File: config.mk
export PLATFORM = sky130hd
export DESIGN_NAME = cmp_share_arbiter
export DESIGN_NICKNAME = d
export VERILOG_FILES = /design/src/rtl/cmp_pkg.sv /design/src/rtl/cmp_share_arbiter_comparator.sv /design/src/rtl/cmp_share_arbiter.sv
export SDC_FILE = /design/constraint.sdc
export NUM_CORES = 1
export LEC_CHECK = 0
export ABC_AREA = 0
export ABC_CLOCK_PERIOD_IN_PS = 5450
export CORE_MARGIN = 2
export CORE_UTILIZATION = 35
export DETAILED_ROUTE_END_ITERATION = 7
export PLACE_DENSITY_LB_ADDON = 0.05
export SETUP_SLACK_MARGIN = 0.3
export SLEW_MARGIN = 20
export SYNTH_ARGS = -nofsm -noshare
export SYNTH_HDL_FRONTEND = slang
export SYNTH_SLANG_ARGS = --single-unit
File: constraint.sdc
create_clock -name clk -period 5.45 [get_ports clk]
set_input_delay 1.09 -clock clk [delete_from_list [all_inputs] [get_ports clk]]
set_output_delay 1.09 -clock clk [all_outputs]
set_load 0.01 [all_outputs]
File: src/rtl/cmp_pkg.sv
// Shared comparator definitions: mode encoding used by the comparator, decoder and arbiter.
package cmp_pkg;

    localparam int CMP_MODE_W = 3;

    localparam logic [CMP_MODE_W-1:0] CMP_LT  = 3'b000;
    localparam logic [CMP_MODE_W-1:0] CMP_LTU = 3'b001;
    localparam logic [CMP_MODE_W-1:0] CMP_GE  = 3'b010;
    localparam logic [CMP_MODE_W-1:0] CMP_GEU = 3'b011;
    localparam logic [CMP_MODE_W-1:0] CMP_EQ  = 3'b100;
    localparam logic [CMP_MODE_W-1:0] CMP_NEQ = 3'b101;

    localparam logic PORT_BRANCH = 1'b0;
    localparam logic PORT_ALU    = 1'b1;

endpackage

File: src/rtl/cmp_share_arbiter_comparator.sv
// Combinational 32-bit comparator: signed/unsigned ordering and bitwise equality by mode.
module cmp_share_arbiter_comparator
    import cmp_pkg::*;
#(
    parameter int DATA_W = 32
) (
    input  logic [DATA_W-1:0]     a,
    input  logic [DATA_W-1:0]     b,
    input  logic [CMP_MODE_W-1:0] mode,
    output logic                  result
);

    logic lt_s;
    logic ltu_s;
    logic eq_s;

    assign lt_s  = $signed(a) < $signed(b);
    assign ltu_s = a < b;
    assign eq_s  = a == b;

    // Mode select; reserved encodings return false but still produce a response upstream
    always_comb begin
        result = 1'b0;
        case (mode)
            CMP_LT:  result = lt_s;
            CMP_LTU: result = ltu_s;
            CMP_GE:  result = !lt_s;
            CMP_GEU: result = !ltu_s;
            CMP_EQ:  result = eq_s;
            CMP_NEQ: result = !eq_s;
            default: result = 1'b0;
        endcase
    end

endmodule

File: src/rtl/cmp_share_arbiter.sv
// Two-port round-robin arbiter sharing one comparator, with a single registered result stage
// and a saturating counter of request-conflict cycles.
module cmp_share_arbiter
    import cmp_pkg::*;
#(
    parameter int DATA_W = 32,
    parameter int TAG_W  = 5,
    parameter int CNT_W  = 16
) (
    input  logic                  clk,
    input  logic                  rst,

    input  logic                  req0_valid,
    output logic                  req0_ready,
    input  logic [DATA_W-1:0]     req0_a,
    input  logic [DATA_W-1:0]     req0_b,
    input  logic [CMP_MODE_W-1:0] req0_mode,
    input  logic [TAG_W-1:0]      req0_tag,

    input  logic                  req1_valid,
    output logic                  req1_ready,
    input  logic [DATA_W-1:0]     req1_a,
    input  logic [DATA_W-1:0]     req1_b,
    input  logic [CMP_MODE_W-1:0] req1_mode,
    input  logic [TAG_W-1:0]      req1_tag,

    output logic                  rsp0_valid,
    input  logic                  rsp0_ready,
    output logic                  rsp0_result,
    output logic [TAG_W-1:0]      rsp0_tag,

    output logic                  rsp1_valid,
    input  logic                  rsp1_ready,
    output logic                  rsp1_result,
    output logic [TAG_W-1:0]      rsp1_tag,

    output logic [CNT_W-1:0]      conflict_cnt
);

    logic                  s_valid_r;
    logic                  s_owner_r;
    logic [TAG_W-1:0]      s_tag_r;
    logic                  s_result_r;
    logic                  rr_last_r;
    logic [CNT_W-1:0]      conflict_cnt_r;

    logic                  rsp_fire_s;
    logic                  s_free_s;
    logic                  grant_valid_s;
    logic                  grant_id_s;
    logic                  accept_s;
    logic [DATA_W-1:0]     cmp_a_s;
    logic [DATA_W-1:0]     cmp_b_s;
    logic [CMP_MODE_W-1:0] cmp_mode_s;
    logic [TAG_W-1:0]      cmp_tag_s;
    logic                  cmp_result_s;

    assign rsp_fire_s = s_valid_r & (s_owner_r ? rsp1_ready : rsp0_ready);
    assign s_free_s   = !s_valid_r | rsp_fire_s;

    // Round-robin grant: on a tie the port that did not win last time goes first
    always_comb begin
        grant_valid_s = 1'b0;
        grant_id_s    = PORT_BRANCH;
        if (req0_valid && req1_valid) begin
            grant_valid_s = 1'b1;
            grant_id_s    = ~rr_last_r;
        end else if (req0_valid) begin
            grant_valid_s = 1'b1;
            grant_id_s    = PORT_BRANCH;
        end else if (req1_valid) begin
            grant_valid_s = 1'b1;
            grant_id_s    = PORT_ALU;
        end else begin
            grant_valid_s = 1'b0;
            grant_id_s    = PORT_BRANCH;
        end
    end

    assign accept_s   = s_free_s & grant_valid_s;
    assign req0_ready = s_free_s & grant_valid_s & (grant_id_s == PORT_BRANCH);
    assign req1_ready = s_free_s & grant_valid_s & (grant_id_s == PORT_ALU);

    // Operand mux feeding the shared comparator
    always_comb begin
        cmp_a_s    = req0_a;
        cmp_b_s    = req0_b;
        cmp_mode_s = req0_mode;
        cmp_tag_s  = req0_tag;
        if (grant_id_s == PORT_ALU) begin
            cmp_a_s    = req1_a;
            cmp_b_s    = req1_b;
            cmp_mode_s = req1_mode;
            cmp_tag_s  = req1_tag;
        end else begin
            cmp_a_s    = req0_a;
            cmp_b_s    = req0_b;
            cmp_mode_s = req0_mode;
            cmp_tag_s  = req0_tag;
        end
    end

    cmp_share_arbiter_comparator #(
        .DATA_W (DATA_W)
    ) u_comparator (
        .a      (cmp_a_s),
        .b      (cmp_b_s),
        .mode   (cmp_mode_s),
        .result (cmp_result_s)
    );

    // Result stage: a new accept overwrites a draining entry in the same cycle
    always_ff @(posedge clk or posedge rst) begin
        if (rst) begin
            s_valid_r  <= 1'b0;
            s_owner_r  <= PORT_BRANCH;
            s_tag_r    <= {TAG_W{1'b0}};
            s_result_r <= 1'b0;
            rr_last_r  <= PORT_ALU;
        end else if (accept_s) begin
            s_valid_r  <= 1'b1;
            s_owner_r  <= grant_id_s;
            s_tag_r    <= cmp_tag_s;
            s_result_r <= cmp_result_s;
            rr_last_r  <= grant_id_s;
        end else if (rsp_fire_s) begin
            s_valid_r  <= 1'b0;
        end else begin
            s_valid_r  <= s_valid_r;
        end
    end

    // Conflict counter, independent of grant, sticks at all-ones
    always_ff @(posedge clk or posedge rst) begin
        if (rst) begin
            conflict_cnt_r <= {CNT_W{1'b0}};
        end else if (req0_valid && req1_valid && (conflict_cnt_r != {CNT_W{1'b1}})) begin
            conflict_cnt_r <= conflict_cnt_r + {{(CNT_W-1){1'b0}}, 1'b1};
        end else begin
            conflict_cnt_r <= conflict_cnt_r;
        end
    end

    assign rsp0_valid   = s_valid_r & (s_owner_r == PORT_BRANCH);
    assign rsp1_valid   = s_valid_r & (s_owner_r == PORT_ALU);
    assign rsp0_result  = s_result_r;
    assign rsp1_result  = s_result_r;
    assign rsp0_tag     = s_tag_r;
    assign rsp1_tag     = s_tag_r;
    assign conflict_cnt = conflict_cnt_r;

endmodule

### Yosys cells after proc, flatten, opt, wreduce, memory -nomap -nowiden

Cells that the tools add are included.
W data, S select, Z words.

| word-level totals | value |
|---|---|
| register bits | 25 |
| input port bits | 150 |
| word-level logic and storage cells | 47 |

| operators by class | value |
|---|---|
| add/subtract/negate cells | 1 |
| $lt $le $gt $ge | 2 |
| eq/ne operators | 7 |
| mux-type cells | 13 |
| bitwise gates (word level) | 10 |
| reduce and logical (&&, ||, !) cells | 8 |

Operator list:

| cell | number |
|---|---|
| $lt A32 B32 Y1 | 2 |
| $mux W32 | 2 |
| $eq A32 B32 Y1 | 1 |
| $add A16 B1 Y16 const B | 1 |
| $ne A16 B16 Y1 const B | 1 |
| $mux W1 | 8 |
| $and A1 B1 Y1 | 6 |
| $eq A3 B2 Y1 const B | 2 |
| $eq A3 B3 Y1 const B | 2 |
| $pmux W1 S6 | 1 |
| $mux W5 | 1 |
| $logic_not A1 Y1 | 4 |
| $eq A3 B1 Y1 const B | 1 |
| $logic_not A3 Y1 | 1 |
| $mux W3 | 1 |
| $not A1 Y1 | 3 |
| $logic_and A1 B1 Y1 | 2 |
| $reduce_bool A2 Y1 | 1 |
| $or A1 B1 Y1 | 1 |

### Logic depth before layout (Yosys ltp)

Gate-level depths: netlist of the first run.

| depth | value |
|---|---|
| depth after elaboration | 7 |
| gate-level depth with buffers | 11 |

### Cells and area by module

A second synthesis of the first run with hierarchy kept.

| second synthesis, totals | value |
|---|---|
| cells, all modules | 313 |
| area total of the unflattened synthesis | 3037.9 sq um |

By module, submodules not included:

| module | times used | cells each | area each (sq um) | seq. area each (sq um) |
|---|---|---|---|---|
| cmp_share_arbiter | 1 | 189 | 2098.3 | 626.9 |
| cmp_share_arbiter_comparator | 1 | 124 | 939.7 | 0.0 |

### Worst setup path after synthesis of the first run

No wires, ideal clock.

| timing | value |
|---|---|
| path kind | in2reg |
| start | in req1_valid |
| end | reg s_result_r (netlist: rsp0_result) |
| library setup time | 86 ps |
| data arrival time | 4210 ps |
| path slack | 1154 ps |
| cell stages on the path | 11 |
| path through | a21boi_2 -> buf_2 -> buf_1 -> mux2_2 -> ha_1 -> nand4_2 -> or4_4 -> or3_1 -> a311oi_1 -> o21bai_1 -> o221ai_2 |

| between the ends | value |
|---|---|
| word-level cells in the longest chain between the ends | 7 |
| elaborated cells between the ends (all ways) | 23 |

Ends and longest elaborated chain:

| element | RTL line | source |
|---|---|---|
| start: declaration | cmp_share_arbiter.sv:20 | `input logic req1_valid,` |
| $mux W1 | cmp_share_arbiter.sv:71 | `end else if (req1_valid) begin` |
| $mux W1 | cmp_share_arbiter.sv:68 | `end else if (req0_valid) begin` |
| $mux W1 | cmp_share_arbiter.sv:65 | `if (req0_valid && req1_valid) begin` |
| $mux W32 | cmp_share_arbiter.sv:90 | `if (grant_id_s == PORT_ALU) begin` |
| $lt A32 B32 Y1 (tied with other cells) | cmp_share_arbiter_comparator.sv:18 | `assign ltu_s = a < b;` |
| $logic_not A1 Y1, on equally long branches | cmp_share_arbiter_comparator.sv:28, cmp_share_arbiter_comparator.sv:27, cmp_share_arbiter_comparator.sv:30 |  |
| $pmux W1 S6 | cmp_share_arbiter_comparator.sv:24 | `case (mode)` |
| end signal: assignment | cmp_share_arbiter.sv:124 | `s_result_r <= cmp_result_s;` |
| end: declaration | cmp_share_arbiter.sv:43 | `logic s_result_r;` |

Parallel ways exist; a longest one is shown, timed or not.
A chain may end at the register's enable or synchronous reset.

### Worst setup path in the final report of the first run

Ends and elaborated chain as after synthesis.

==> results of run 1 <==
state kept, by name, indices dropped and copies added, names as in the netlist:
signal / count
s_owner_r: 1
s_valid_r: 1
rr_last_r: 1
rsp0_tag: 5
conflict_cnt: 16
rsp0_result: 1
cells by family after synthesis:
logic type / count (synthesis)
AOI/OAI and AO/OA: 45
adders and majority gates: 33
xor gates and xnor gates: 15
DFF: 25
muxes: 68
buffers and inverters: 22
and+or+nand+nor: 63
metal layers:
layer | global-route usage | up-vias | share of wire
met3 | 0.0407 | 8 | 0.070
li1 | - | 1367 | -
met5 | 0 | - | 0
met4 | 0.0290 | 0 | 0.014
met1 | 0.221 | 1241 | 0.43
met2 | 0.333 | 119 | 0.48
synthesized netlist by cell type (2+ instances only):
| library cell | number |
|---|---|
| mux2_2 | 34 |
| mux2i_1 | 34 |
| ha_1 | 33 |
| dfrtp_1 | 24 |
| a21oi_1 | 15 |
| nand2_1 | 15 |
| nand3_1 | 10 |
| nand4_1 | 9 |
| nor2_1 | 8 |
| xnor2_1 | 8 |
| inv_1 | 7 |
| xor2_1 | 7 |
| buf_4 | 6 |
| o21ai_0 | 6 |
| a222oi_1 | 5 |
| buf_1 | 4 |
| clkbuf_1 | 4 |
| a21o_1 | 3 |
| and2_1 | 3 |
| and3_1 | 3 |
| nor2b_1 | 3 |
| nor3_1 | 2 |
how the worst min path moves through the flow:
stage,slack [ns],from,cells past startpoint,endpoint
global placement,0.48,conflict_cnt[13],1,conflict_cnt[13]
global route,0.54,conflict_cnt[9],1,conflict_cnt[9]
finish,0.50,conflict_cnt[9],1,conflict_cnt[9]
CTS,0.51,conflict_cnt[9],1,conflict_cnt[9]
floorplan,0.47,s_valid_r,2,s_valid_r
detailed placement,0.50,conflict_cnt[13],1,conflict_cnt[13]
report_power, final:
part	switching (µW)	internal (µW)
Combinational	227	355
Clock	55.2	51.0
Sequential	50.9	231
stage by stage:
stage | cells | power, µW
after CTS | 543 | 982
after global routing | 543 | 1050
after detailed placement | 539 | 872
after global placement | 539 | 861
after floorplan | 271 | 599
final | 543 | 969
area by class of cell:
type,count,area [µm²]
flip-flops and latches,25,627
well taps,99,124
fillers,632,2700
repair buffers,184,1850
multi-input cells,224,1960
inverters,7,26.3
clock buffers,3,41.3
clock inverters,1,5.00
worst max-delay path: stages:
cell and delay [ns]:
clkdlybuf4s50_1 0.54, a21boi_4 0.23, buf_12 0.29, mux2_2 0.39, ha_1 0.34, nand4_2 0.14
or4_4 0.57, or3_1 0.35, a311oi_1 0.27, o21bai_1 0.12, o221ai_2 0.15
==> flow_summary.ini, run 1 <==
[synthesis]
netlist_top_cells_area = dfrtp_1 (22%), ha_1 (15%), mux2_2 (14%), mux2i_1 (13%), a21oi_1 (2.8%)
synth_edf_count = 0
ys_types = 50
yosysSeqAreaShare = 0.234
synthesis.area_um2 = 2680
synth.avg_cell_area_um2 = 9.90
synth_largest_area_cell = dfrtp_1
synthAdderAreaFrac = 0.154
synthMuxAreaShare = 0.270
ys_ff_latch = 25
yosys.area_share.simple = 0.132
yosys_warnings = 0
async_flop_share = 1.00
ys.flop_type = dfrtp_1
synth_compound_area_frac = 0.122
synth_top_family_by_area = multiplexers
synth_xor_area_frac = 0.0490
synth_nets = 454
syn_inst = 271
netlist.area_leader.share = 0.224

[floorplanning]
start_util = 0.366
num_rows = 31
floorplan.io_pins = 182
die_h_um = 91.5
core-area_um2 = 7330
chipWidth_um = 91.5
die_area_um2 = 8380

[drt]
viasPerCell = 5.04
drt_first_pass_iters = 4
routed_wl_um = 7730
vias = 2735
drc = 0
drtIter0Drc = 67
routedWlPerCell_um = 14.2
antenna_left = 0

[worst_setup_path]
ff2ff_setup_slack_ns = 2.16
cp.arrival_ns = 4.53
r2r-start = rr_last_r
worst-r2r-cell-count = 10
end_kind = register
worstSetupEndpoint = rsp0_result
cp_max_fo = 53
startpoint_type = input port
path_class = input port to register
crit_required_ns = 5.64
timing.critical_path.from = req1_valid
worstReg2RegEnd = rsp0_result

[global_routing]
first_global_vias = 2834
grt_max_degree = 54
antenna_found_initial = 0
grt_usage = 0.182
grt_pass1_wl_um = 12700
overflow = 0

[finish]
mostFrequentLayoutCell = clkdlybuf4s50_1
drive_gt1_frac = 0.110
final_cell_mix = clkdlybuf4s50_1 (181), mux2i_1 (34), mux2_2 (34)
area_delta_synth_final_pct = 72.5
design_area_um2 = 4630
post-route-util = 0.631
diodes = 0
nets = 628

[clocking]
clock_path_buffers = 2
cts_buffers = 3
cts_tree = done
cts_hold_buf = 0
post-cts-setup-buffers = 0
insertion_delay_ns = 0.27
cts_resized = 0
cts.sinks = 25
htreeDepth = 1
root_buffer = clkbuf_8
clk_pin_slew_ns = 0.09

[worst_hold_path]
holdCritPathClass = register to register

[timing]
setup_slack_ns = 1.12
hold-worst-slack_ns = 0.504
slew_viol_final = 0
period_share = 0.795
rsz0062_at_grt = false
min_period_ns = 4.33
fmax_mhz = 231
hold_violations = 0
finalSetupTns_ns = 0
max_slew_margin = 0.377
setup_viol = 0
worst_pin_slew_ns = 0.933
clock_skew_ns = 0.00658

[placed_design]
globalplace.congestion = 0.837
io_buffers = 181
pre_cts_ws_ns = 0.853
dp_hpwl_um = 6620
dpl_cell_area_um2 = 4580

[pwr]
p_per_area_nw_per_um2 = 210
ir_drop_mv = 0.152
leakage_uw = 0.00194

[outcome]
status = completed

[flow_run]
timing.max_cap.violations = 0
Power figures use the tool's default switching activity.
==> inputs of run 2 (changes only) <==
--- a/config.mk
+++ b/config.mk
@@ -6,7 +6,7 @@
 export NUM_CORES = 1
 export LEC_CHECK = 0
 export ABC_AREA = 0
-export ABC_CLOCK_PERIOD_IN_PS = 5450
+export ABC_CLOCK_PERIOD_IN_PS = 4500
 export CORE_MARGIN = 2
 export CORE_UTILIZATION = 35
 export DETAILED_ROUTE_END_ITERATION = 7
==> constraint.sdc (replaced) <==
create_clock -name clk -period 4.5 [get_ports clk]
set_input_delay 0.9 -clock clk [delete_from_list [all_inputs] [get_ports clk]]
set_output_delay 0.9 -clock clk [all_outputs]
set_load 0.01 [all_outputs]
==> flow_summary.ini, run 2 (synthesis gave the netlist of run 1 again) <==
[floorplanning]
chipWidth_um = 91.5
num_rows = 31
floorplan.io_pins = 182
start_util = 0.366
die_h_um = 91.5
core-area_um2 = 7330
die_area_um2 = 8380

[clocking]
cts_tree = done
insertion_delay_ns = 0.27
clock_path_buffers = 2
cts.sinks = 25
root_buffer = clkbuf_8
cts_buffers = 3
clk_pin_slew_ns = 0.09
htreeDepth = 1

[worst_hold_path]
min_to = conflict_cnt[9]
whs_path_depth = 1
holdCritPathClass = register to register
min-delay-start = conflict_cnt[9]

[placed_design]
io_buffers = 181
dp_hpwl_um = 6760
globalplace.congestion = 0.795
pre_cts_ws_ns = 0.166

[finish]
nets = 637
mostFrequentLayoutCell = clkdlybuf4s50_1
largest_register_ff_count = 16
area_delta_synth_final_pct = 77.1
final_cell_mix = clkdlybuf4s50_1 (181), mux2i_1 (34), mux2_2 (34)
diodes = 0
drive_gt1_frac = 0.132

[drt]
drt_first_pass_iters = 4
vias = 2761
routed_wl_um = 8200
drtIter0Drc = 68
routedWlPerCell_um = 14.8
drc = 0
antenna_left = 0
viasPerCell = 5.00

[timing]
clock_skew_ns = 0.00595
setup_slack_ns = 0.444
worst_pin_slew_ns = 0.908
max_slew_margin = 0.391
rsz0062_at_grt = false
hold_violations = 0
min_period_ns = 4.06
setup_viol = 0
finalSetupTns_ns = 0
slew_viol_final = 0
fmax_mhz = 247
period_share = 0.901

[outcome]
status = completed

[worst_setup_path]
end_kind = register
ff2ff_setup_slack_ns = 1.27
cp.arrival_ns = 4.25
startpoint_type = input port
worst-r2r-cell-count = 11
worstReg2RegEnd = rsp0_result
cp_max_fo = 14
r2r-start = rr_last_r
path_class = input port to register
crit_required_ns = 4.69

[global_routing]
grt_usage = 0.187
overflow = 0
first_global_vias = 2782
grt_pass1_wl_um = 12900
grt_max_degree = 29
antenna_found_initial = 0

[pwr]
ir_drop_mv = 0.162
p_per_area_nw_per_um2 = 256
leakage_uw = 0.00200

[flow_run]
timing.max_cap.violations = 0
-- run 2: cell types whose count changed in the layout (fill, tap and decap cells not counted) --
cell and change:
a311oi_2 +1, or4_4 +1, or4_1 -1, buf_12 +1, clkinv_1 +1, inv_1 -1, a311oi_1 -1, clkbuf_16 +2
buf_4 +6
-- run 2: what timing repair did --
action,in CTS,in global routing
setup endpoints to repair,0,1
setup buffers,0,2
hold buffers,0,0
gates resized for setup,0,2
-- run 2: how the worst max path moves through the flow --
stage | from | endpoint | slack (ns) | depth (start not counted)
2_1_floorplan | req1_valid | rsp0_result | 0.39 | 11
3_3_place_gp | req1_valid | rsp0_result | 0.22 | 11
3_5_place_dp | req1_valid | rsp0_result | 0.17 | 11
4_1_cts | req1_valid | rsp0_result | 0.43 | 11
5_1_grt | req1_valid | rsp0_result | 0.30 | 12
6_report | req1_valid | rsp0_result | 0.44 | 12
-- run 2: area by class of cell --
class	instances	area, µm²
fill	563	2580
multi-input combinational	224	1970
timing repair buffer	193	1960
sequential	25	627
tap	99	124
clock buffer	3	41.3
inverter	7	26.3
clock inverter	1	5.00
-- run 2: worst max-delay path, stage by stage --
cell and delay, ns:
clkdlybuf4s50_1 0.52, a21boi_4 0.30, buf_4 0.18, clkbuf_16 0.17, mux2_2 0.34, ha_1 0.30
nand4_1 0.15, or4_4 0.53, or3_2 0.43, a31oi_1 0.18, o21bai_1 0.09, o221ai_2 0.15
-- run 2: layer usage --
layer	up-vias	share of wire	global-route usage
met3	8	0.080	0.0498
met5	-	0	0
li1	1399	-	-
met1	1232	0.42	0.218
met2	122	0.49	0.344
met4	0	0.013	0.0354
-- run 2: metrics by stage --
step	util	hold slack (ns)	area, µm²	std cells	power, µW
2_1_floorplan	-	0.471	2680	271	726
3_3_place_gp	0.632	0.481	4630	544	1060
3_5_place_dp	0.632	0.487	4630	544	1070
4_1_cts	0.638	0.500	4680	548	1210
5_1_grt	0.648	0.520	4750	552	1310
6_report	0.648	0.497	4750	552	1220
-- run 2: where the power goes --
part | switching, µW | internal, µW | total (µW)
registers | 64.0 | 279 | 343
logic | 288 | 455 | 743
clock network | 71.1 | 61.9 | 133
==> inputs of run 3 (changes only) <==
--- a/config.mk
+++ b/config.mk
@@ -12,7 +12,6 @@
 export DETAILED_ROUTE_END_ITERATION = 7
 export PLACE_DENSITY_LB_ADDON = 0.05
 export SETUP_SLACK_MARGIN = 0.3
-export SLEW_MARGIN = 20
 export SYNTH_ARGS = -nofsm -noshare
 export SYNTH_HDL_FRONTEND = slang
 export SYNTH_SLANG_ARGS = --single-unit
==> flow_summary.ini, run 3 (synthesis gave the netlist of run 1 again) <==
[outcome]
status = completed

[global_routing]
antenna_found_initial = 0
use_met1 = 0.218
met2_usage = 0.344
gr-usage-met3 = 0.0498
gr-max-usage-layer = met2
overflow = 0
grt_pass1_wl_um = 12900
grt_max_degree = 29
grt_usage = 0.187
first_global_vias = 2782

[floorplanning]
die_h_um = 91.5
core-area_um2 = 7330
floorplan.io_pins = 182
start_util = 0.366
chipWidth_um = 91.5
die_area_um2 = 8380
num_rows = 31

[timing]
hold_violations = 0
setup_viol = 0
clock_skew_ns = 0.00590
finalSetupTns_ns = 0
period_share = 0.901
fmax_mhz = 247
slew_viol_final = 0
min_period_ns = 4.06
max_slew_margin = 0.357
rsz0062_at_grt = false
worst_pin_slew_ns = 0.964

[flow_run]
timing.max_cap.violations = 0

[drt]
routed_wl_um = 8190
viasPerCell = 5.00
antenna_left = 0
routedWlPerCell_um = 14.8
drc = 0
vias = 2761
drt_first_pass_iters = 4
drtIter0Drc = 74

[pwr]
switching_share = 0.347
combPwrFrac = 0.609
power_switching_uw = 423
p_total_uw = 1220
seqPwrFrac = 0.281
clkPwrFrac = 0.109
p_per_area_nw_per_um2 = 256
leakage_uw = 0.00201
ir_drop_mv = 0.162
intPower_uw = 796

[clocking]
insertion_delay_ns = 0.27
clk_pin_slew_ns = 0.09
clock_path_buffers = 2
htreeDepth = 1
cts_hold_buf = 0
cts_tree = done
root_buffer = clkbuf_8
cts_buffers = 3
cts.sinks = 25

[worst_setup_path]
startpoint_type = input port
end_kind = register
cp.arrival_ns = 4.25
path_class = input port to register
cp_max_fo = 14
crit_required_ns = 4.69

[finish]
largest_register_ff_count = 16
nets = 637
drive_gt1_frac = 0.132
diodes = 0
final_cell_mix = clkdlybuf4s50_1 (181), mux2i_1 (34), mux2_2 (34)
mostFrequentLayoutCell = clkdlybuf4s50_1
area_delta_synth_final_pct = 77.1

[worst_hold_path]
holdCritPathClass = register to register

[placed_design]
globalplace.congestion = 0.795
dp_hpwl_um = 6760
io_buffers = 181
==> run 3: changes by cell type in the layout (fill, tap and decap cells not counted), sizes merged <==
cell,previous run,this run
clkinv,2,1
inv,6,7
==> run 3: area by class of cell <==
type / instances / area (µm²)
multi-input combinational: 224 / 1970
clock buffer: 3 / 41.3
timing repair buffer: 193 / 1960
fill: 563 / 2580
clock inverter: 1 / 5.00
sequential: 25 / 627
tap: 99 / 124
inverter: 7 / 26.3
==> run 3: worst paths after layout <==
| path | from | end | slack (ns) | depth (start not counted) |
|---|---|---|---|---|
| max in group asynchronous | rst | conflict_cnt[7] | 2.77 | 2 |
| min in group asynchronous | rst | rsp0_result | 1.15 | 2 |
| min reg2reg | conflict_cnt[9] | conflict_cnt[9] | 0.50 | 1 |
| max | req1_valid | rsp0_result | 0.44 | 12 |
| max reg2reg | rr_last_r | rsp0_result | 1.27 | 11 |
| min | conflict_cnt[9] | conflict_cnt[9] | 0.50 | 1 |
==> run 3: layer usage <==
metal / vias up / part of all wire
met5: - / 0
met4: 0 / 0.013
met3: 8 / 0.081
met2: 125 / 0.49
met1: 1229 / 0.42
li1: 1399 / -
==> run 3: power groups by stage <==
stage | combinational, µW | clock, µW | sequential [µW]
finish | 743 | 133 | 343
global route | 810 | 148 | 353
CTS | 730 | 136 | 343
detailed placement | 726 | 0 | 348
global placement | 714 | 0 | 344
floorplan | 370 | 0 | 356
==> run 3: worst max-delay path, cell delays in order <==
cell and delay (ns):
clkdlybuf4s50_1 0.52, a21boi_4 0.30, buf_4 0.18, clkbuf_16 0.17
mux2_2 0.34, ha_1 0.30, nand4_1 0.15, or4_4 0.53
or3_2 0.43, a31oi_1 0.18, o21bai_1 0.09, o221ai_2 0.15
==> run 3: timing repair <==
| item | in CTS | in global routing |
|---|---|---|
| buffers inserted | 0 | 2 |
| resized for setup | 0 | 2 |
| endpoints found under the setup margin | 0 | 1 |
| endpoints found under the hold margin | 0 | 0 |
==> run 3: stage by stage <==
| step | setup WS [ns] | cell area, µm² | hold slack, ns | util | instances |
|---|---|---|---|---|---|
| final | 0.444 | 4750 | 0.497 | 0.648 | 552 |
| after global routing | 0.299 | 4750 | 0.520 | 0.648 | 552 |
| after CTS | 0.428 | 4680 | 0.500 | 0.638 | 548 |
| after detailed placement | 0.166 | 4630 | 0.487 | 0.632 | 544 |
| after global placement | 0.218 | 4630 | 0.481 | 0.632 | 544 |
| after floorplan | 0.394 | 2680 | 0.471 | - | 271 |
